[src/rtl/alu_share_arb_pkg.sv]
// Shared definitions for the ALU-sharing arbiter.
//   - FSM state encoding for the sequencer
//   - default datapath widths
//   - ALU function codes, used by benches only; the arbiter itself
//     passes function codes through without decoding them
package alu_share_arb_pkg;

  localparam int unsigned DW = 32;
  localparam int unsigned FW = 6;

  typedef enum logic [1:0] {
    IDLE = 2'd0,
    EXEC = 2'd1,
    RESP = 2'd2
  } state_t;

  localparam logic [5:0] ALU_ADD = 6'b000000;
  localparam logic [5:0] ALU_SUB = 6'b000001;
  localparam logic [5:0] ALU_AND = 6'b011000;
  localparam logic [5:0] ALU_OR  = 6'b011110;
  localparam logic [5:0] ALU_SLL = 6'b100000;
  localparam logic [5:0] ALU_SLT = 6'b110101;

endpackage

[src/rtl/rr_arb2.sv]
// Two-requester round-robin grant.
//   req  : request vector, bit N = requester N valid
//   last : requester granted most recently; the other one wins a tie
//   gnt  : one-hot grant, or all zero when nothing is requested
module rr_arb2 (
  input  logic [1:0] req,
  input  logic       last,
  output logic [1:0] gnt
);

  always_comb begin
    gnt = '0;
    case (req)
      2'b01:   gnt = 2'b01;
      2'b10:   gnt = 2'b10;
      2'b11:   gnt = last ? 2'b01 : 2'b10;
      default: gnt = '0;
    endcase
  end

endmodule

[src/rtl/alu_share_arb.sv]
// Shares one combinational ALU between two requesters.
// One operation is in flight at a time: IDLE accepts a request (round-robin
// between ports), EXEC drives the ALU from registered operands for one cycle
// and captures its result, and RESP holds that result on the owner's response
// port until it is taken.
//   req0_* / req1_* : valid/ready request ports with fun, sign, a, b
//   rsp0_* / rsp1_* : valid/ready response ports with z and zero
//   alu_*           : operands to and results from the shared ALU
//   op_count        : completed operations, wrapping at 16 bits
module alu_share_arb #(
  parameter int unsigned DW = 32,
  parameter int unsigned FW = 6
) (
  input  logic          clk,
  input  logic          reset,
  input  logic          req0_valid,
  output logic          req0_ready,
  input  logic [FW-1:0] req0_fun,
  input  logic          req0_sign,
  input  logic [DW-1:0] req0_a,
  input  logic [DW-1:0] req0_b,
  input  logic          req1_valid,
  output logic          req1_ready,
  input  logic [FW-1:0] req1_fun,
  input  logic          req1_sign,
  input  logic [DW-1:0] req1_a,
  input  logic [DW-1:0] req1_b,
  output logic          rsp0_valid,
  input  logic          rsp0_ready,
  output logic [DW-1:0] rsp0_z,
  output logic          rsp0_zero,
  output logic          rsp1_valid,
  input  logic          rsp1_ready,
  output logic [DW-1:0] rsp1_z,
  output logic          rsp1_zero,
  output logic [DW-1:0] alu_a,
  output logic [DW-1:0] alu_b,
  output logic [FW-1:0] alu_fun,
  output logic          alu_sign,
  input  logic [DW-1:0] alu_z,
  input  logic          alu_zero,
  output logic [15:0]   op_count
);

  import alu_share_arb_pkg::*;

  state_t        state_q, state_d;
  logic          last_q;
  logic          owner_q;
  logic [FW-1:0] fun_q;
  logic          sign_q;
  logic [DW-1:0] a_q, b_q;
  logic [DW-1:0] z_q;
  logic          zero_q;
  logic [15:0]   op_count_q;

  logic [1:0]    gnt;
  logic          idle;
  logic          accept;
  logic          rsp_fire;

  rr_arb2 u_arb (
    .req  ({req1_valid, req0_valid}),
    .last (last_q),
    .gnt  (gnt)
  );

  assign idle       = (state_q == IDLE) && !reset;
  assign req0_ready = idle && gnt[0];
  assign req1_ready = idle && gnt[1];
  assign accept     = idle && (gnt != 2'b00);
  assign rsp_fire   = (state_q == RESP) && (owner_q ? rsp1_ready : rsp0_ready);

  always_comb begin
    state_d = state_q;
    case (state_q)
      IDLE:    if (accept) state_d = EXEC;
      EXEC:    state_d = RESP;
      RESP:    if (rsp_fire) state_d = IDLE;
      default: state_d = IDLE;
    endcase
  end

  always_ff @(posedge clk) begin
    if (reset) begin
      state_q    <= IDLE;
      last_q     <= 1'b1;
      owner_q    <= 1'b0;
      fun_q      <= '0;
      sign_q     <= 1'b0;
      a_q        <= '0;
      b_q        <= '0;
      z_q        <= '0;
      zero_q     <= 1'b0;
      op_count_q <= '0;
    end else begin
      state_q <= state_d;
      if (accept) begin
        owner_q <= gnt[1];
        last_q  <= gnt[1];
        fun_q   <= gnt[1] ? req1_fun  : req0_fun;
        sign_q  <= gnt[1] ? req1_sign : req0_sign;
        a_q     <= gnt[1] ? req1_a    : req0_a;
        b_q     <= gnt[1] ? req1_b    : req0_b;
      end
      if (state_q == EXEC) begin
        z_q    <= alu_z;
        zero_q <= alu_zero;
      end
      if (rsp_fire) op_count_q <= op_count_q + 16'd1;
    end
  end

  assign alu_a    = a_q;
  assign alu_b    = b_q;
  assign alu_fun  = fun_q;
  assign alu_sign = sign_q;

  // Both response ports see the same result registers; only valid is steered.
  assign rsp0_valid = (state_q == RESP) && !owner_q;
  assign rsp1_valid = (state_q == RESP) &&  owner_q;
  assign rsp0_z     = z_q;
  assign rsp1_z     = z_q;
  assign rsp0_zero  = zero_q;
  assign rsp1_zero  = zero_q;
  assign op_count   = op_count_q;

endmodule

[config.mk]
export PLATFORM = sky130hd
export DESIGN_NAME = alu_share_arb
export DESIGN_NICKNAME = d
export VERILOG_FILES = /design/src/rtl/alu_share_arb_pkg.sv /design/src/rtl/rr_arb2.sv /design/src/rtl/alu_share_arb.sv
export SDC_FILE = /design/constraint.sdc
export NUM_CORES = 1
export LEC_CHECK = 0
export BUFFER_PORTS_ARGS = -buffer_cell sky130_fd_sc_hd__buf_2
export CELL_PAD_IN_SITES_DETAIL_PLACEMENT = 0
export CELL_PAD_IN_SITES_GLOBAL_PLACEMENT = 1
export CORE_MARGIN = 2
export CORE_UTILIZATION = 30
export CTS_CLUSTER_DIAMETER = 30
export DETAILED_ROUTE_END_ITERATION = 6
export HOLD_SLACK_MARGIN = 0.02
export PLACE_DENSITY_LB_ADDON = 0.1
export SYNTH_ARGS = -nofsm -noshare
export SYNTH_HDL_FRONTEND = slang
export SYNTH_SLANG_ARGS = --single-unit
[constraint.sdc]
create_clock -name clk -period 2.3 [get_ports clk]
set_input_delay 0 -clock clk [delete_from_list [all_inputs] [get_ports clk]]
set_output_delay 0 -clock clk [all_outputs]
set_load 0.05 [all_outputs]
==> results.tsv, run 1 <==
stage	metric	value	unit
floorplanning	die area	0.01895	mm²
routing	post-DR wirelength/cell	16.13	µm
logic_synthesis	ys flop type	dfxtp_1	
sta	Worst-Margin Slew	1177	ps
logic_synthesis	post-synth net total	790	
routing	first drt pass iteration count	4	
logic_synthesis	top-count cell post-synth	dfxtp_1	
sta	final worst clock skew	9.164	ps
logic_synthesis	sequential share of the synthesized area	0.4632	
run_status	status	finished, final reports clean	
clocking	CTS clk-pin slew, worst paths	60	ps
power_and_ir_drop	Worst VDD drop	518.4	µV
power_and_ir_drop	Logic pwr share	0.305	
cells_and_area	layout cell share with drive strength beyond 1	0.3539	
clocking	H-Tree Depth	4	
power_and_ir_drop	clock share of power	0.353	
floorplanning	# rows	48	
clocking	CTS tree	built	
clocking	CTS Sinks	124	
cells_and_area	NumNets Final	1243	
logic_synthesis	Synth warnings	0	
global_route	vias in the first global route	6295	
setup_path	WP buf/inv	3	
sta	setup tns final	0	ps
place	port bufs	337	
logic_synthesis	Yosys top cell area share	0.4632	
setup_path	critical-path cell list	nor3_2, o21ai_4, inv_2, buf_12, o21ai_0, a2bb2oi_1, dlygate4sd3_1	
clocking	Clock Path Buffers	2	
power_and_ir_drop	Internal Power	4.801	mW
clocking	clock insertion delay at the later pin of the skew report	410	ps
global_route	Tot GR Track Use	0.2147	
power_and_ir_drop	Seq pwr share	0.341	
setup_path	family with the most delay on the worst path	buffers and inverters	
logic_synthesis	largest cells by area after synthesis	dfxtp_1 46%, a2bb2oi_1 12%, nand3b_1 10%	
sta	Fmax achieved	465.5	MHz
floorplanning	Die W	137.7	µm
global_route	first-pass GRT wire length	31.49	mm
sta	final hold viol count	0	
global_route	initial antenna violation count	1	
place	Detailed Place HPWL	13.58	mm
power_and_ir_drop	Leak Pwr	4.375	nW
setup_path	critical path fanouts, max	72	
logic_synthesis	Async SR Flop Fraction	0	
setup_path	slowest cell on the critical path	dlygate4sd3_1	
logic_synthesis	top cells by count, synth	124 x dfxtp_1, 79 x o21ai_0, 73 x nand2_1, 73 x nand3b_1, 71 x a2bb2oi_1	
cells_and_area	P&R area growth vs syn	73.78	%
sta	setup violators final	0	
clocking	TritonCTS Buffers	17	
logic_synthesis	post-synth cell types	30	
routing	vias per inst	4.817	
setup_path	crit path DAT	2510	ps
routing	WL final	20.92	mm
sta	fin crit share	0.9340	
sta	max_slew headroom	0.2151	
logic_synthesis	post-synthesis cell area	0.005359	mm²
power_and_ir_drop	switching pwr	2.484	mW
setup_path	CP Capture Type	flip-flop	
power_and_ir_drop	Sw Share	0.3409	
logic_synthesis	Gate Count Post-Synth	608	
sta	Slew Viols, Final	0	
clocking	root buf cell	clkbuf_16	
setup_path	Crit path largest cell delay	560	ps
sta	RSZ-0062 raised after global routing	no	
setup_path	WP data required	2660	ps
sta	Final Critical Period	2148	ps
floorplanning	Placeable Area	0.01736	mm²
floorplanning	initial core utilization	0.3088	
worst_hold_path	worst hold-check path type	in -> reg	
logic_synthesis	Mean Syn Cell Area	8.814	µm²
routing	DRC Markers	0	
job	Max-Cap Viols	0	
logic_synthesis	Post-synth EDFFs	0	
cells_and_area	Fillers	1654	
cells_and_area	Multi-input gate area	0.002430	mm²
cells_and_area	register cell area after layout	0.002482	mm²
global_route	grt total ovfl	0	
logic_synthesis	post-synth top area cell	dfxtp_1	
global_route	largest net degree at the start of global routing	74	
floorplanning	Die Y-Extent	137.7	µm
clocking	setup bufs post-CTS	0	
setup_path	critical path type	reg -> reg	
routing	drt first-iter violations	204	
routing	DR vias	6248	
routing	ANT nets after route	0	
setup_path	CP startpoint kind	flip-flop	
power_and_ir_drop	Pwr Density	782.2	mW/mm²
logic_synthesis	synthesized flop and latch total	124	
floorplanning	# IOs	338	
place	RD Place Congestion	0.7993	
power_and_ir_drop	total power draw	7.284	mW
[per-layer routing]
layer  track usage  vias up  part of all wire
li1              -     3040                 -
met1        0.2231     2917              0.39
met2        0.3980      262              0.51
met3       0.06843       29             0.078
met4       0.08591        0             0.022
met5             0        -                 0
[power by group through the flow]
stage	logic, mW	clock network (mW)	registers (mW)
2_1_floorplan	0.645	0	3.23
3_3_place_gp	1.85	0	2.52
3_5_place_dp	1.86	0	2.52
4_1_cts	2.22	2.63	2.48
5_1_grt	2.36	2.73	2.51
6_report	2.23	2.57	2.49
[through the flow]
step | cells | util | hold WS (ps) | worst slack [ps] | cell area, µm²
after floorplan | 608 | - | 136.0 | 0.4237 | 5359
after global placement | 1092 | 0.4030 | 242.1 | 297.2 | 6994
after detailed placement | 1092 | 0.4030 | 245.7 | 221.6 | 6994
after CTS | 1296 | 0.5359 | 128.3 | 19.32 | 9301
after global routing | 1297 | 0.5365 | 202.3 | 5.664 | 9313
final | 1297 | 0.5365 | 154.3 | 151.8 | 9313
[placed cells by master, fill, tap and decap left out, types with 2 or more instances in the layout]
master / n
clkbuf_1: 2
dlygate4sd3_1: 175
xnor2_1: 5
nand2_1: 72
clkbuf_16: 17
buf_12: 2
bufinv_16: 2
a2bb2oi_1: 71
inv_1: 6
or2b_1: 2
nand3b_1: 73
buf_4: 6
or4b_1: 2
nand4_1: 2
dfxtp_1: 124
nand3_1: 2
nor2_1: 9
o31ai_1: 4
or3_1: 5
buf_2: 337
clkinv_2: 4
or4_1: 4
clkbuf_8: 2
nor3_1: 2
o21ai_0: 78
clkinvlp_4: 2
a21oi_1: 46
[final cells by class]
class	count	share of cell area
clock inverter	8	0.01021
sequential	124	0.2666
tap	225	0.03023
clock buffer	21	0.04944
antenna	1	0.0002687
multi-input combinational	390	0.2609
inverter	7	0.002821
timing repair buffer	521	0.3796
[path summary, 6_finish.rpt]
check | cells past startpoint | slack (ps) | end | startpoint
setup / recovery | 7 | 150 | alu_b[13]$_SDFFE_PP0P_ | state_q[1]$_SDFFE_PP0P_
hold / removal | 5 | 150 | state_q[1]$_SDFFE_PP0P_ | rsp0_ready
setup reg to reg | 7 | 150 | alu_b[13]$_SDFFE_PP0P_ | state_q[1]$_SDFFE_PP0P_
hold reg to reg | 2 | 460 | rsp0_z[21]$_SDFFE_PP0N_ | rsp0_z[21]$_SDFFE_PP0N_
[state kept, by name (all words and copies together), names as in the netlist]
signal,count
rsp0_zero,1
alu_a,32
rsp0_z,32
last_q,1
state_q,2
op_count,16
alu_b,32
owner_q,1
alu_sign,1
alu_fun,6
[timing repair]
action	CTS	global route
hold endpoints to repair	104	0
setup endpoints to repair	0	67
gates resized for setup	0	2
hold buffers	175	0
[worst min-delay path, stage by stage]
cell and delay [ps]:
buf_2 70, mux2i_1 120, buf_4 200, nand2b_1 70, a21oi_1 60
[cells by family (layout without fill, tap and decap cells)]
group | Yosys count | count (layout) | share of synthesized area
flip-flops | 124 | 124 | 0.4632
buffers and inverters | 94 | 557 | 0.08942
adder cells (fa/ha/maj) | 1 | 1 | 0.002334
XOR/XNOR | 6 | 6 | 0.009806
multiplexers | 1 | 1 | 0.001868
AND/OR/NAND/NOR | 181 | 181 | 0.1940
other | 0 | 1 | 0
AO/OA/AOI/OAI | 201 | 201 | 0.2393
Power figures use the tool's default switching activity.
==> run 2, diff against run 1 <==
--- a/config.mk
+++ b/config.mk
@@ -9,7 +9,7 @@
 export CELL_PAD_IN_SITES_DETAIL_PLACEMENT = 0
 export CELL_PAD_IN_SITES_GLOBAL_PLACEMENT = 1
 export CORE_MARGIN = 2
-export CORE_UTILIZATION = 30
+export CORE_UTILIZATION = 27
 export CTS_CLUSTER_DIAMETER = 30
 export DETAILED_ROUTE_END_ITERATION = 6
 export HOLD_SLACK_MARGIN = 0.02
==> constraint.sdc (replaced) <==
create_clock -name clk -period 1.8 [get_ports clk]
set_input_delay 0 -clock clk [delete_from_list [all_inputs] [get_ports clk]]
set_output_delay 0 -clock clk [all_outputs]
set_load 0.05 [all_outputs]
==> run 2 against run 1 <==
  * Clock-buffer cell count shrank 2
  * Register-to-register slack lost 110 ps
  * Critical path depth shrank 2
  * Fmax grew 22%
  * Setup slack lost 110 ps
  * Hold slack lost 38 ps
  * Cell area grew 3.9%
  * Via count grew 2.2%
  * Wire length grew 0.98%
  * Sequential cell count is the same
  * Non-clock buffer count grew 21
  * Combinational power grew 23%
  * Largest power group unchanged
==> results.tsv, run 2 (synthesis results as in run 1) <==
stage	metric	value	unit	change
power_and_ir_drop	Internal Power	6.123	mW	+28%
floorplanning	# IOs	338		unchanged
worst_hold_path	worst hold-check path type	in -> reg		
floorplanning	die area	0.02099	mm²	+11%
sta	setup tns final	0	ps	unchanged
run_status	status	finished, final reports clean		
floorplanning	# rows	51		+6.3%
routing	drt first-iter violations	208		+2.0%
place	RD Place Congestion	0.7597		-5.0%
sta	Slew Viols, Final	0		unchanged
cells_and_area	final instance area	0.009679	mm²	+3.9%
sta	worst hold margin	116.2	ps	-38.16 ps
power_and_ir_drop	clock share of power	0.367		+0.014
clocking	Clock Path Buffers	2		unchanged
worst_hold_path	Hold Path End	state_q[1]$_SDFFE_PP0P_		
sta	RSZ-0062 raised after global routing	yes		
cells_and_area	layout cell share with drive strength beyond 1	0.3793		+0.02547
floorplanning	Placeable Area	0.01946	mm²	+12%
clocking	root buf cell	clkbuf_16		
cells_and_area	NumNets Final	1264		+1.7%
setup_path	Reg2Reg Setup Slack	40	ps	-110 ps
sta	setup violators final	0		unchanged
power_and_ir_drop	Logic pwr share	0.295		-0.010
setup_path	WP data required	2150	ps	-510 ps
global_route	Tot GR Track Use	0.1946		-0.02017
setup_path	R2R cell count	5		-2
sta	max_slew headroom	0.6596		+0.4444
place	dpl cell area	0.007261	mm²	+3.8%
power_and_ir_drop	Sw Share	0.3447		+0.003725
clocking	CTS tree	built		
setup_path	crit path DAT	2110	ps	-400 ps
setup_path	critical path type	reg -> reg		
floorplanning	Die W	144.9	µm	+5.3%
power_and_ir_drop	Leak Pwr	4.415	nW	+0.93%
cells_and_area	commonest non-fill, non-tap cell in the layout	buf_2		
routing	DRC Markers	0		unchanged
setup_path	reg2reg start	op_count[1]$_SDFFE_PP0P_		
floorplanning	Die Y-Extent	144.9	µm	+5.3%
clocking	CTS Sinks	124		unchanged
place	port bufs	337		unchanged
clocking	clock insertion delay at the later pin of the skew report	420	ps	about the same
power_and_ir_drop	Seq pwr share	0.338		-0.003
clocking	H-Tree Depth	4		unchanged
setup_path	CP startpoint kind	flip-flop		
power_and_ir_drop	Pwr Density	965.4	mW/mm²	+23%
routing	post-DR wirelength/cell	15.53	µm	-3.7%
clocking	TritonCTS Buffers	17		unchanged
routing	first drt pass iteration count	5		+1
setup_path	worst reg2reg endpoint	op_count[10]$_SDFFE_PP0P_		
place	Detailed Place HPWL	13.31	mm	-2.0%
sta	Final Critical Period	1758	ps	-390.3 ps
place	Inst Count DP	1151		+5.4%
routing	vias per inst	4.696		-2.5%
worst_hold_path	worst hold path cell count	5		unchanged
routing	WL final	21.13	mm	+0.98%
setup_path	critical path fanouts, max	4		-94%
global_route	largest net degree at the start of global routing	124		+68%
sta	Fmax achieved	568.9	MHz	+22%
clocking	CTS clk-pin slew, worst paths	50	ps	about the same
power_and_ir_drop	Worst VDD drop	619.1	µV	+19%
routing	DR vias	6387		+2.2%
floorplanning	initial core utilization	0.2753		-0.03341
setup_path	CP Capture Type	flip-flop		
sta	fin crit share	0.9766		+0.04260
cells_and_area	most frequent cells in the layout	335 x buf_2, 175 x dlygate4sd3_1, 115 x dfxtp_1, 78 x o21ai_0, 73 x nand3b_1		
job	Max-Cap Viols	0		unchanged
power_and_ir_drop	switching pwr	3.221	mW	+30%
cells_and_area	P&R area growth vs syn	80.62	%	
routing	ANT nets after route	0		unchanged
global_route	initial antenna violation count	3		+2
worst_hold_path	hold_sp	rsp1_ready		
sta	Worst-Margin Slew	510.6	ps	-666.6 ps
global_route	vias in the first global route	6388		+1.5%
sta	final worst clock skew	8.430	ps	-0.7332 ps
global_route	first-pass GRT wire length	31.48	mm	about the same
cells_and_area	non-filler instance count after layout	1360		+4.9%
global_route	grt total ovfl	0		unchanged
sta	final hold viol count	0		unchanged
[run 2: changes by cell type in the layout (fill, tap and decap cells not counted), moves of 3 or more]
cell / before / now
buf_4: 6 / 24
dfxtp_1: 124 / 115
dfxtp_2: 0 / 5
buf_12: 2 / 5
dfxtp_4: 0 / 4
[run 2: through the flow]
| step | worst slack (ps) | total power [mW] | util |
|---|---|---|---|
| floorplan | -140.3 | 4.949 | - |
| detailed placement | 13.80 | 5.638 | 0.3731 |
| global placement | 34.24 | 5.612 | 0.3731 |
| finish | 42.08 | 9.344 | 0.4973 |
| global route | -20.29 | 9.759 | 0.4973 |
| CTS | 8.227 | 9.449 | 0.4973 |
[run 2: how the worst max path moves through the flow]
stage / start / to / slack [ps] / cells past startpoint
after detailed placement: op_count[1]$_SDFFE_PP0P_ / op_count[8]$_SDFFE_PP0P_ / 10 / 6
after floorplan: op_count[0]$_SDFFE_PP0P_ / op_count[10]$_SDFFE_PP0P_ / -140 / 6
after global placement: op_count[1]$_SDFFE_PP0P_ / op_count[14]$_SDFFE_PP0P_ / 30 / 6
after global routing: op_count[1]$_SDFFE_PP0P_ / op_count[8]$_SDFFE_PP0P_ / -20 / 6
final: op_count[1]$_SDFFE_PP0P_ / op_count[10]$_SDFFE_PP0P_ / 40 / 5
after CTS: state_q[0]$_SDFFE_PP0P_ / req1_ready / 8 / 9
[run 2: area by class of cell]
cell class                 instances  area [µm²]
sequential                       124        2504
timing repair buffer             542        3764
clock buffer                      19       432.9
inverter                           7       31.28
tap                              265       331.6
multi-input combinational        390        2465
clock inverter                    12       148.9
fill                            1782        9783
antenna                            1       2.502
[run 2: critical path, stage by stage (launching register included)]
cell and delay [ps]:
dfxtp_4 360, ha_4 120, nand3b_1 90, or4b_4 510
or4b_4 500, a21oi_2 110
[run 2: power by group through the flow]
stage	clock, mW	combinational (mW)	sequential [mW]
floorplan	0	0.824	4.12
global placement	0	2.41	3.20
detailed placement	0	2.42	3.22
CTS	3.53	2.76	3.16
global route	3.65	2.92	3.19
finish	3.43	2.75	3.16
[run 2: timing repair]
action | in CTS | in global routing
pin swaps | 1 | 1
setup endpoints to repair | 2 | 4
setup buffers | 2 | 0
hold buffers | 175 | 0
hold endpoints to repair | 104 | 0
gates cloned | 1 | 0
resized for setup | 10 | 4
[run 2: routing by layer]
layer	track usage	part of all wire	routed length [µm]	up-vias
met3	0.06351	0.072	1524	40
li1	-	-	-	3090
met2	0.3642	0.52	10920	257
met1	0.1991	0.39	8158	2998
met5	0	0.00062	13	-
met4	0.07716	0.024	512	2
==> run 3, diff against run 2 <==
--- a/config.mk
+++ b/config.mk
@@ -5,7 +5,7 @@
 export SDC_FILE = /design/constraint.sdc
 export NUM_CORES = 1
 export LEC_CHECK = 0
-export BUFFER_PORTS_ARGS = -buffer_cell sky130_fd_sc_hd__buf_2
+export BUFFER_PORTS_ARGS = -buffer_cell sky130_fd_sc_hd__buf_4
 export CELL_PAD_IN_SITES_DETAIL_PLACEMENT = 0
 export CELL_PAD_IN_SITES_GLOBAL_PLACEMENT = 1
 export CORE_MARGIN = 2
==> run 3 against run 2 <==
  * Combinational power rose by 11%
  * Cell area rose by 9.1%
  * Clock skew rose by 2.3 ps
  * Sequential power barely moved
  * Total power rose by 5.5%
  * Sequential share of layout area fell by 2.2 points
  * Global-route usage rose by 0.56 points
  * Die area did not move
  * Clock power rose by 6%
  * Critical path type unchanged
==> results.tsv, run 3 (synthesis results as in run 1) <==
stage	metric	value	unit	change
setup_path	critical path fanouts, max	4		unchanged
power_and_ir_drop	clock share of power	0.367		about the same
cells_and_area	P&R area growth vs syn	97.01	%	
cells_and_area	commonest non-fill, non-tap cell in the layout	buf_4		
global_route	first-pass GRT wire length	32.53	mm	+3.3%
routing	first drt pass iteration count	4		-1
setup_path	CP startpoint kind	flip-flop		
setup_path	crit path DAT	2090	ps	-20 ps
place	Inst Count DP	1149		-0.17%
sta	Final Critical Period	1763	ps	+4.622 ps
power_and_ir_drop	Sw Share	0.3262		-0.01849
sta	RSZ-0062 raised after global routing	yes		
power_and_ir_drop	switching pwr	3.216	mW	-0.14%
cells_and_area	register cell area after layout	0.002504	mm²	unchanged
power_and_ir_drop	Pwr Density	933.9	mW/mm²	-3.3%
power_and_ir_drop	Leak Pwr	4.627	nW	+4.8%
routing	ANT nets after route	0		unchanged
sta	final worst clock skew	10.74	ps	+2.308 ps
power_and_ir_drop	Internal Power	6.643	mW	+8.5%
place	Detailed Place HPWL	13.70	mm	+2.9%
run_status	status	finished, final reports clean		
cells_and_area	layout cell share with drive strength beyond 1	0.3782		-0.001137
global_route	grt total ovfl	0		unchanged
sta	setup violators final	0		unchanged
power_and_ir_drop	Seq pwr share	0.323		-0.015
power_and_ir_drop	Worst VDD drop	599.9	µV	-3.1%
clocking	root buf cell	clkbuf_16		
sta	max_slew headroom	0.6248		-0.03479
global_route	initial antenna violation count	0		-3
clocking	CTS Sinks	124		unchanged
setup_path	CP Capture Type	flip-flop		
floorplanning	initial core utilization	0.2753		unchanged
place	RD Place Congestion	0.7476		-1.6%
clocking	CTS clk-pin slew, worst paths	50	ps	about the same
floorplanning	die area	0.02099	mm²	unchanged
routing	post-DR wirelength/cell	16.14	µm	+3.9%
clocking	Clock Path Buffers	2		unchanged
floorplanning	Die W	144.9	µm	unchanged
sta	fin crit share	0.9792		+0.002568
sta	Slew Viols, Final	0		unchanged
job	Max-Cap Viols	0		unchanged
place	port bufs	337		unchanged
global_route	largest net degree at the start of global routing	124		unchanged
routing	vias per inst	4.670		-0.56%
setup_path	critical path type	reg -> reg		
floorplanning	Die Y-Extent	144.9	µm	unchanged
routing	WL final	21.92	mm	+3.8%
worst_hold_path	worst hold-check path type	in -> reg		
sta	Worst-Margin Slew	562.8	ps	+52.19 ps
clocking	H-Tree Depth	4		unchanged
global_route	Tot GR Track Use	0.2002		+0.005585
clocking	TritonCTS Buffers	17		unchanged
cells_and_area	most frequent cells in the layout	357 x buf_4, 175 x dlygate4sd3_1, 115 x dfxtp_1, 78 x o21ai_0, 73 x nand3b_1		
floorplanning	# IOs	338		unchanged
cells_and_area	Fillers	1738		-2.5%
sta	Fmax achieved	567.4	MHz	-0.26%
floorplanning	Placeable Area	0.01946	mm²	unchanged
floorplanning	# rows	51		unchanged
routing	drt first-iter violations	265		+27%
clocking	CTS tree	built		
sta	final hold viol count	0		unchanged
routing	DR vias	6342		-0.70%
cells_and_area	Multi-input gate area	0.002466	mm²	about the same
cells_and_area	NumNets Final	1262		-0.16%
clocking	clock insertion delay at the later pin of the skew report	410	ps	about the same
routing	DRC Markers	0		unchanged
sta	worst hold margin	87.59	ps	-28.59 ps
setup_path	WP data required	2130	ps	-20 ps
power_and_ir_drop	Logic pwr share	0.311		+0.016
cells_and_area	non-filler instance count after layout	1358		-0.15%
global_route	vias in the first global route	6505		+1.8%
-- run 3: cell count changes in the layout (fill, tap and decap cells not counted), moves of 2 or more --
cell / delta
clkbuf_8: +6
buf_4: +333
clkinvlp_4: -3
clkinv_2: -2
buf_2: -335
-- run 3: routing by layer --
layer | part of all wire | routed length [µm] | GRT usage
met1 | 0.38 | 8410 | 0.2075
met2 | 0.52 | 11430 | 0.3751
met3 | 0.072 | 1584 | 0.05791
met4 | 0.023 | 495 | 0.08329
met5 | 0 | 0 | 0
-- run 3: timing repair --
action / 4_1_cts / 5_1_grt
hold endpoints to repair: 104 / 0
hold buffers: 175 / 0
setup endpoints to repair: 2 / 4
cloned: 2 / 0
pin swaps: 1 / 3
gates resized for setup: 9 / 2
setup buffers: 1 / 0
-- run 3: layout make-up --
| type | instances | area share |
|---|---|---|
| timing repair buffer | 540 | 0.4356 |
| sequential | 124 | 0.2371 |
| multi-input combinational | 390 | 0.2336 |
| clock buffer | 25 | 0.04883 |
| tap | 265 | 0.03141 |
| clock inverter | 6 | 0.01019 |
| inverter | 7 | 0.002963 |
| antenna | 1 | 0.0002370 |
-- run 3: power groups by stage --
stage	clock, mW	combinational, mW	sequential (mW)
2_1_floorplan	0	0.824	4.12
3_3_place_gp	0	2.69	3.22
3_5_place_dp	0	2.72	3.23
4_1_cts	3.70	3.09	3.18
5_1_grt	3.82	3.22	3.21
6_report	3.62	3.06	3.18
-- run 3: worst paths after layout --
path | start | endpoint | slack, ps | depth (start not counted)
max | op_count[1]$_SDFFE_PP0P_ | op_count[10]$_SDFFE_PP0P_ | 40 | 5
min | req1_valid | state_q[0]$_SDFFE_PP0P_ | 90 | 4
max reg2reg | op_count[1]$_SDFFE_PP0P_ | op_count[10]$_SDFFE_PP0P_ | 40 | 5
min reg2reg | rsp0_z[16]$_SDFFE_PP0N_ | rsp0_z[16]$_SDFFE_PP0N_ | 470 | 2
-- run 3: critical path, stage by stage (launching register included) --
cell and delay, ps:
dfxtp_4 350, ha_4 120, nand3b_1 80, or4b_4 550
or4b_1 470, a21oi_1 120
-- run 3: through the flow --
| stage | setup TNS, ps | area, µm² | power, mW | setup WS, ps | utilization |
|---|---|---|---|---|---|
| CTS | 0 | 10570 | 9.964 | 1.049 | 0.5433 |
| floorplan | -350.2 | 5393 | 4.949 | -140.3 | - |
| global route | -177.2 | 10560 | 10.26 | -66.14 | 0.5423 |
| finish | 0 | 10560 | 9.859 | 37.46 | 0.5425 |
| global placement | 0 | 8087 | 5.915 | 50.85 | 0.4155 |
| detailed placement | 0 | 8087 | 5.947 | 12.61 | 0.4155 |
